<file path="config.mk">
export PLATFORM = sky130hd
export DESIGN_NAME = data_write_buffer_flat
export DESIGN_NICKNAME = d
export VERILOG_FILES = /design/src/rtl/cpu_if_pkg.sv /design/src/rtl/data_write_buffer_if.sv /design/src/rtl/wb_fifo.sv /design/src/rtl/data_write_buffer.sv /design/src/flat_wrapper.sv
export SDC_FILE = /design/constraint.sdc
export NUM_CORES = 1
export LEC_CHECK = 0
export ABC_AREA = 1
export CAP_MARGIN = 20
export CORE_UTILIZATION = 45
export CTS_BUF_LIST = sky130_fd_sc_hd__clkbuf_8
export DETAILED_ROUTE_END_ITERATION = 10
export GPL_ROUTABILITY_DRIVEN = 1
export PLACE_DENSITY = 0.69
export SYNTH_ARGS = -nofsm -noshare
export SYNTH_HDL_FRONTEND = slang
export SYNTH_SLANG_ARGS = --single-unit
</file>
<file path="constraint.sdc">
create_clock -name clk -period 5.89 [get_ports clk]
set_clock_uncertainty 0.2 [all_clocks]
set_input_delay 1.178 -clock clk [delete_from_list [all_inputs] [get_ports clk]]
set_output_delay 1.178 -clock clk [all_outputs]
set_load 0.02 [all_outputs]
</file>
<file path="src/rtl/cpu_if_pkg.sv">
// Shared types for the core-side store buffer: size codes, downstream FSM states
// and the buffered store entry layout.
package cpu_if_pkg;

   localparam logic [1:0] SIZE_BYTE = 2'd0;
   localparam logic [1:0] SIZE_HALF = 2'd1;
   localparam logic [1:0] SIZE_WORD = 2'd2;

   typedef logic [2:0] dstate_t;

   localparam dstate_t D_IDLE  = 3'd0;
   localparam dstate_t D_WADDR = 3'd1;
   localparam dstate_t D_WDATA = 3'd2;
   localparam dstate_t D_RADDR = 3'd3;
   localparam dstate_t D_RDATA = 3'd4;

   typedef struct packed {
      logic [31:0] addr;
      logic [1:0]  size;
      logic [31:0] wdata;
      logic        uncached;
   } wb_entry_t;

endpackage

</file>
<file path="src/rtl/data_write_buffer_if.sv">
// SRAM-like request/acknowledge bus used on both the core side and the adapter side.
interface data_write_buffer_if;

   logic        req;
   logic        wr;
   logic [1:0]  size;
   logic [31:0] addr;
   logic [31:0] wdata;
   logic        uncached;
   logic        addr_ok;
   logic        data_ok;
   logic [31:0] rdata;

   modport master (
      output req, wr, size, addr, wdata, uncached,
      input  addr_ok, data_ok, rdata
   );

   modport slave (
      input  req, wr, size, addr, wdata, uncached,
      output addr_ok, data_ok, rdata
   );

endinterface

</file>
<file path="src/rtl/wb_fifo.sv">
// Store-entry FIFO; the head entry is read straight from the storage array so the
// downstream port always sees registered fields.
module wb_fifo
   import cpu_if_pkg::*;
#(
   parameter int DEPTH = 4
) (
   input  logic                     clk,
   input  logic                     rst,
   input  logic                     push,
   input  logic                     pop,
   input  wb_entry_t                din,
   output wb_entry_t                head,
   output logic                     full,
   output logic                     empty,
   output logic [$clog2(DEPTH):0]   count
);

   localparam int AW = $clog2(DEPTH);
   localparam logic [AW:0] DEPTH_C = DEPTH[AW:0];

   wb_entry_t       mem_reg [DEPTH];
   logic [AW-1:0]   wr_ptr_reg;
   logic [AW-1:0]   rd_ptr_reg;
   logic [AW:0]     count_reg;
   logic            push_en;
   logic            pop_en;

   assign full    = (count_reg == DEPTH_C);
   assign empty   = (count_reg == '0);
   assign count   = count_reg;
   assign head    = mem_reg[rd_ptr_reg];
   assign push_en = push & ~full;
   assign pop_en  = pop & ~empty;

   always_ff @(posedge clk) begin
      if (push_en)
         mem_reg[wr_ptr_reg] <= din;
   end

   always_ff @(posedge clk or posedge rst) begin
      if (rst) begin
         wr_ptr_reg <= '0;
         rd_ptr_reg <= '0;
         count_reg  <= '0;
      end else begin
         if (push_en)
            wr_ptr_reg <= wr_ptr_reg + 1'b1;
         if (pop_en)
            rd_ptr_reg <= rd_ptr_reg + 1'b1;
         case ({push_en, pop_en})
            2'b10:   count_reg <= count_reg + 1'b1;
            2'b01:   count_reg <= count_reg - 1'b1;
            default: count_reg <= count_reg;
         endcase
      end
   end

endmodule

</file>
<file path="src/rtl/data_write_buffer.sv">
// Store buffer between the core data port and the cache adapter: stores are acked
// after one cycle and drained in order; loads pass only when the buffer is empty.
module data_write_buffer
   import cpu_if_pkg::*;
#(
   parameter int DEPTH = 4
) (
   input  logic                 clk,
   input  logic                 rst,
   data_write_buffer_if.slave   cpu,
   data_write_buffer_if.master  mem,
   output logic                 buf_empty
);

   localparam int AW = $clog2(DEPTH);
   localparam logic [AW:0] ONE_C = 1;

   dstate_t      state_reg;
   dstate_t      state_next;
   wb_entry_t    head;
   wb_entry_t    din;
   logic         full;
   logic         empty;
   logic [AW:0]  count;
   logic [31:0]  ld_addr_reg;
   logic [1:0]   ld_size_reg;
   logic         ld_uncached_reg;
   logic         wack_reg;
   logic         rd_busy;
   logic         st_accept;
   logic         ld_accept;
   logic         pop;

   assign rd_busy   = (state_reg == D_RADDR) || (state_reg == D_RDATA);
   // Nothing is accepted while reset is held, even though the FIFO already reads empty.
   assign st_accept = ~rst & cpu.req & cpu.wr & ~full & ~rd_busy;
   assign ld_accept = ~rst & cpu.req & ~cpu.wr & (count == '0) & (state_reg == D_IDLE);
   assign pop       = (state_reg == D_WDATA) & mem.data_ok;

   assign din = '{addr: cpu.addr, size: cpu.size, wdata: cpu.wdata, uncached: cpu.uncached};

   wb_fifo #(.DEPTH(DEPTH)) u_fifo (
      .clk   (clk),
      .rst   (rst),
      .push  (st_accept),
      .pop   (pop),
      .din   (din),
      .head  (head),
      .full  (full),
      .empty (empty),
      .count (count)
   );

   always_comb begin
      state_next = state_reg;
      case (state_reg)
         // A store pushed this cycle is presented downstream on the very next cycle.
         D_IDLE: begin
            if (!empty || st_accept)
               state_next = D_WADDR;
            else if (ld_accept)
               state_next = D_RADDR;
         end
         D_WADDR: if (mem.addr_ok) state_next = D_WADDR + 3'd1;
         D_WDATA: begin
            if (mem.data_ok)
               state_next = ((count != ONE_C) || st_accept) ? D_WADDR : D_IDLE;
         end
         D_RADDR: if (mem.addr_ok) state_next = D_RDATA;
         D_RDATA: if (mem.data_ok) state_next = D_IDLE;
         default: state_next = D_IDLE;
      endcase
   end

   always_ff @(posedge clk or posedge rst) begin
      if (rst) begin
         state_reg       <= D_IDLE;
         wack_reg        <= 1'b0;
         ld_addr_reg     <= '0;
         ld_size_reg     <= '0;
         ld_uncached_reg <= 1'b0;
      end else begin
         state_reg <= state_next;
         wack_reg  <= st_accept;
         if (ld_accept) begin
            ld_addr_reg     <= cpu.addr;
            ld_size_reg     <= cpu.size;
            ld_uncached_reg <= cpu.uncached;
         end
      end
   end

   assign cpu.addr_ok = st_accept | ld_accept;
   assign cpu.data_ok = wack_reg | ((state_reg == D_RDATA) & mem.data_ok);
   assign cpu.rdata   = mem.rdata;

   assign mem.req      = (state_reg == D_WADDR) || (state_reg == D_RADDR);
   assign mem.wr       = ~rd_busy;
   assign mem.size     = rd_busy ? ld_size_reg     : head.size;
   assign mem.addr     = rd_busy ? ld_addr_reg     : head.addr;
   assign mem.uncached = rd_busy ? ld_uncached_reg : head.uncached;
   assign mem.wdata    = head.wdata;

   assign buf_empty = empty & (state_reg == D_IDLE);

endmodule

</file>
<file path="src/flat_wrapper.sv">
// flat-port wrapper written by rule: the top's interface ports become plain ports
module data_write_buffer_flat import cpu_if_pkg::*;
#(
   parameter int DEPTH = 4
)
  (clk, rst, buf_empty, cpu_req, cpu_wr, cpu_size, cpu_addr, cpu_wdata, cpu_uncached, cpu_addr_ok, cpu_data_ok, cpu_rdata, mem_req, mem_wr, mem_size, mem_addr, mem_wdata, mem_uncached, mem_addr_ok, mem_data_ok, mem_rdata);
  data_write_buffer_if cpu_i ();
  data_write_buffer_if mem_i ();
  input  logic clk;
  input  logic rst;
  output logic buf_empty;
  input wire logic [$bits(cpu_i.req)-1:0] cpu_req;
  input wire logic [$bits(cpu_i.wr)-1:0] cpu_wr;
  input wire logic [$bits(cpu_i.size)-1:0] cpu_size;
  input wire logic [$bits(cpu_i.addr)-1:0] cpu_addr;
  input wire logic [$bits(cpu_i.wdata)-1:0] cpu_wdata;
  input wire logic [$bits(cpu_i.uncached)-1:0] cpu_uncached;
  output wire logic [$bits(cpu_i.addr_ok)-1:0] cpu_addr_ok;
  output wire logic [$bits(cpu_i.data_ok)-1:0] cpu_data_ok;
  output wire logic [$bits(cpu_i.rdata)-1:0] cpu_rdata;
  output wire logic [$bits(mem_i.req)-1:0] mem_req;
  output wire logic [$bits(mem_i.wr)-1:0] mem_wr;
  output wire logic [$bits(mem_i.size)-1:0] mem_size;
  output wire logic [$bits(mem_i.addr)-1:0] mem_addr;
  output wire logic [$bits(mem_i.wdata)-1:0] mem_wdata;
  output wire logic [$bits(mem_i.uncached)-1:0] mem_uncached;
  input wire logic [$bits(mem_i.addr_ok)-1:0] mem_addr_ok;
  input wire logic [$bits(mem_i.data_ok)-1:0] mem_data_ok;
  input wire logic [$bits(mem_i.rdata)-1:0] mem_rdata;
  assign cpu_i.req = cpu_req;
  assign cpu_i.wr = cpu_wr;
  assign cpu_i.size = cpu_size;
  assign cpu_i.addr = cpu_addr;
  assign cpu_i.wdata = cpu_wdata;
  assign cpu_i.uncached = cpu_uncached;
  assign cpu_addr_ok = cpu_i.addr_ok;
  assign cpu_data_ok = cpu_i.data_ok;
  assign cpu_rdata = cpu_i.rdata;
  assign mem_req = mem_i.req;
  assign mem_wr = mem_i.wr;
  assign mem_size = mem_i.size;
  assign mem_addr = mem_i.addr;
  assign mem_wdata = mem_i.wdata;
  assign mem_uncached = mem_i.uncached;
  assign mem_i.addr_ok = mem_addr_ok;
  assign mem_i.data_ok = mem_data_ok;
  assign mem_i.rdata = mem_rdata;
  data_write_buffer #(.DEPTH(DEPTH)) u_core (.clk(clk), .rst(rst), .cpu(cpu_i), .mem(mem_i), .buf_empty(buf_empty));
endmodule
</file>
==> flow_summary.ini <==
[hold_path]
min_from = u_core.ld_addr_reg[25]$_DFFE_PP0P_
hp-class = register to register
whs_path_depth = 2
min_to = u_core.ld_addr_reg[25]$_DFFE_PP0P_

[worst_setup_path]
critPathKind = register to output port
timing.rr.end = u_core.u_fifo.mem_reg[0][22]$_DFFE_PP_
crit_required_ns = 4.51
cp_slowest_stage_delay_ns = 0.72
cp_max_fo = 69
cp.arrival_ns = 3.45
endpoint_kind = output port
slowest_stage = dfrtp_4
crit_chain = inv_4 > buf_4 > o21ai_0 > o22ai_1 > nand2_1 > o21ai_0 > clkdlybuf4s50_1
ff2ff_path_depth = 7
critPathLaunchType = register
crit_top_cell = o21ai_0
r2r_setup_slack_ns = 2.49
r2r-start = u_core.state_reg[1]$_DFFE_PP0P_

[placement]
pre_cts_ws_ns = 1.25
io_buffer_count = 144
dp.cells = 1426
gp_congestion = 0.752
dp_hpwl_mm = 14.2

[sta]
fin_ws_ns = 1.07
period_minus_slack_ns = 4.82
max_freq_mhz = 207
setup_violations = 0
min_period_over_period = 0.819
drv_slew = 0
slew_headroom = 0.287
worst_pin_slew_ns = 1.07
hold_slack_ns = 0.304
finalHoldViolCount = 0
fin_setup_tns_ns = 0
rsz0062_at_grt = no

[cells_and_area]
layout-drive-gt1-share = 0.0997
syn_to_final_growth_pct = 20.3
final_nets = 1219
diodes = 0
fin_cells = 1516
final_cell_mix = edfxtp_1 (268), nor2_1 (212), o21ai_0 (154)
layout_commonest_cell = edfxtp_1
largest_reg_flops = 268

[run]
maxCapViolCount = 0

[routing]
wl_mm = 26.4
avgRoutedWirePerCell_um = 17.4
drc = 0
viasPerCell = 5.13
final_antenna_net_count = 0
dr.first_iter.drc_count = 535
first_pass_iters = 4
route.vias.total = 7778

[floorplan]
fp.dieW_um = 169
rows = 60
io_pins = 209
start_util = 0.462
dieHeight_um = 169
core_um2 = 27200
dieArea_um2 = 28600

[yosys]
syn_inst = 987
synth-seq-cells = 314
netlist_area_um2 = 12600
synth.distinct_cells = 26
synth_warnings = 0
yosysSeqAreaShare = 0.732
synth_fp_nets = 1101
syn_avg_cell_area_um2 = 12.7

[cts]
cts_sinks = 314
cts_tree = yes
holdBufCountCts = 0
cts_setup_buffers = 0
cts.htree.levels = 2
clockRootBuffer = clkbuf_8
clk_latency_ns = 0.55
cts.clk_slew.worst_paths_ns = 0.06
postCtsResizedCells = 0
clock_path_buffers = 3
cts_buffers = 49

[global_routing]
grt_pass1_wl_mm = 41.6
grt_pass1_vias = 7664
grt.total_usage = 0.188
grt-ovfl-total = 0
grt_max_degree = 87
antenna_found_initial = 1

[power]
fin_total_pwr_mw = 7.59
irDropWorstVdd_v = 0.000297
p_per_area_nw_per_um2 = 502
leakage_nw = 5.45

[outcome]
status = finished, final reports clean
## critical path: cells and delay by family (launching register included)
kind,cells,cell delay (ns)
simple gates,1,0.07
buf+inv,3,1.69
compound gates,3,0.37
flops,1,0.72
## layout make-up
cell class                 instances  area (um^2)
multi-input combinational        540         2740
sequential                       314         9200
tap                              372          465
clock buffer                      53          729
timing repair buffer             156         1580
clock inverter                    37          228
inverter                          44          168
fill                            2262        12100
## synth_stat cells
master | count | area share
a21oi_1 | 11 | 0.0044
a21oi_2 | 10 | 0.0070
a31oi_1 | 16 | 0.0080
buf_1 | 4 | 0.0012
buf_2 | 11 | 0.0044
buf_4 | 32 | 0.019
buf_6 | 3 | 0.0027
clkbuf_1 | 39 | 0.012
dfrtp_1 | 46 | 0.092
edfxtp_1 | 268 | 0.64
ha_1 | 9 | 0.0090
inv_1 | 42 | 0.013
inv_2 | 2 | 0.00060
mux2_2 | 16 | 0.014
nand2_1 | 39 | 0.012
nand2_2 | 2 | 0.0010
nand3_1 | 3 | 0.0012
nand4_1 | 1 | 0.00050
nor2_1 | 216 | 0.065
nor2_4 | 2 | 0.0018
o21ai_0 | 154 | 0.061
o21ai_1 | 4 | 0.0016
o21bai_1 | 1 | 0.00060
o22ai_1 | 51 | 0.025
xnor2_1 | 2 | 0.0014
xor2_1 | 3 | 0.0021
## logic make-up (layout without fill, tap and decap cells)
| family | after synthesis | in the layout | synth area share |
|---|---|---|---|
| fa+ha+maj | 9 | 9 | 0.00896 |
| compound gates | 247 | 247 | 0.108 |
| flops | 314 | 314 | 0.732 |
| simple gates | 263 | 263 | 0.0807 |
| mux | 16 | 16 | 0.0143 |
| buf+inv | 133 | 290 | 0.0522 |
| xor+xnor | 5 | 5 | 0.00349 |
## metrics by stage
stage / utilization / instance area [um^2]
after detailed placement: 0.521 / 14200
after floorplan: - / 12600
after global routing: 0.556 / 15100
final: 0.556 / 15100
after CTS: 0.556 / 15100
after global placement: 0.521 / 14200
## worst max path at each step
stage                                            start                                    end  slack [ns]  cells past startpoint
2_1_floorplan                                      rst  u_core.u_fifo.mem_reg[0][0]$_DFFE_PP_       -0.29                      6
3_3_place_gp                                       rst                            cpu_addr_ok        1.24                      8
3_5_place_dp                                       rst                            cpu_addr_ok        1.25                      8
4_1_cts        u_core.u_fifo.rd_ptr_reg[0]$_DFFE_PP0P_                           mem_addr[16]        0.99                      7
5_1_grt        u_core.u_fifo.rd_ptr_reg[0]$_DFFE_PP0P_                           mem_addr[16]        0.78                      7
6_report       u_core.u_fifo.rd_ptr_reg[0]$_DFFE_PP0P_                           mem_addr[16]        1.07                      7
## power by group
group	switching (mW)	internal (mW)	total, mW
combinational	1.81	1.21	3.02
sequential	0.148	2.67	2.81
clock	0.793	0.959	1.75
## layer usage
metal | up-vias | global-route usage | wire length (um)
met1 | 3742 | 0.259 | 11800
met2 | 248 | 0.300 | 12300
met3 | 56 | 0.0440 | 1790
met4 | 2 | 0.0533 | 456
met5 | - | 0 | 12
li1 | 3730 | - | -
(Power assumes the default switching activity.)
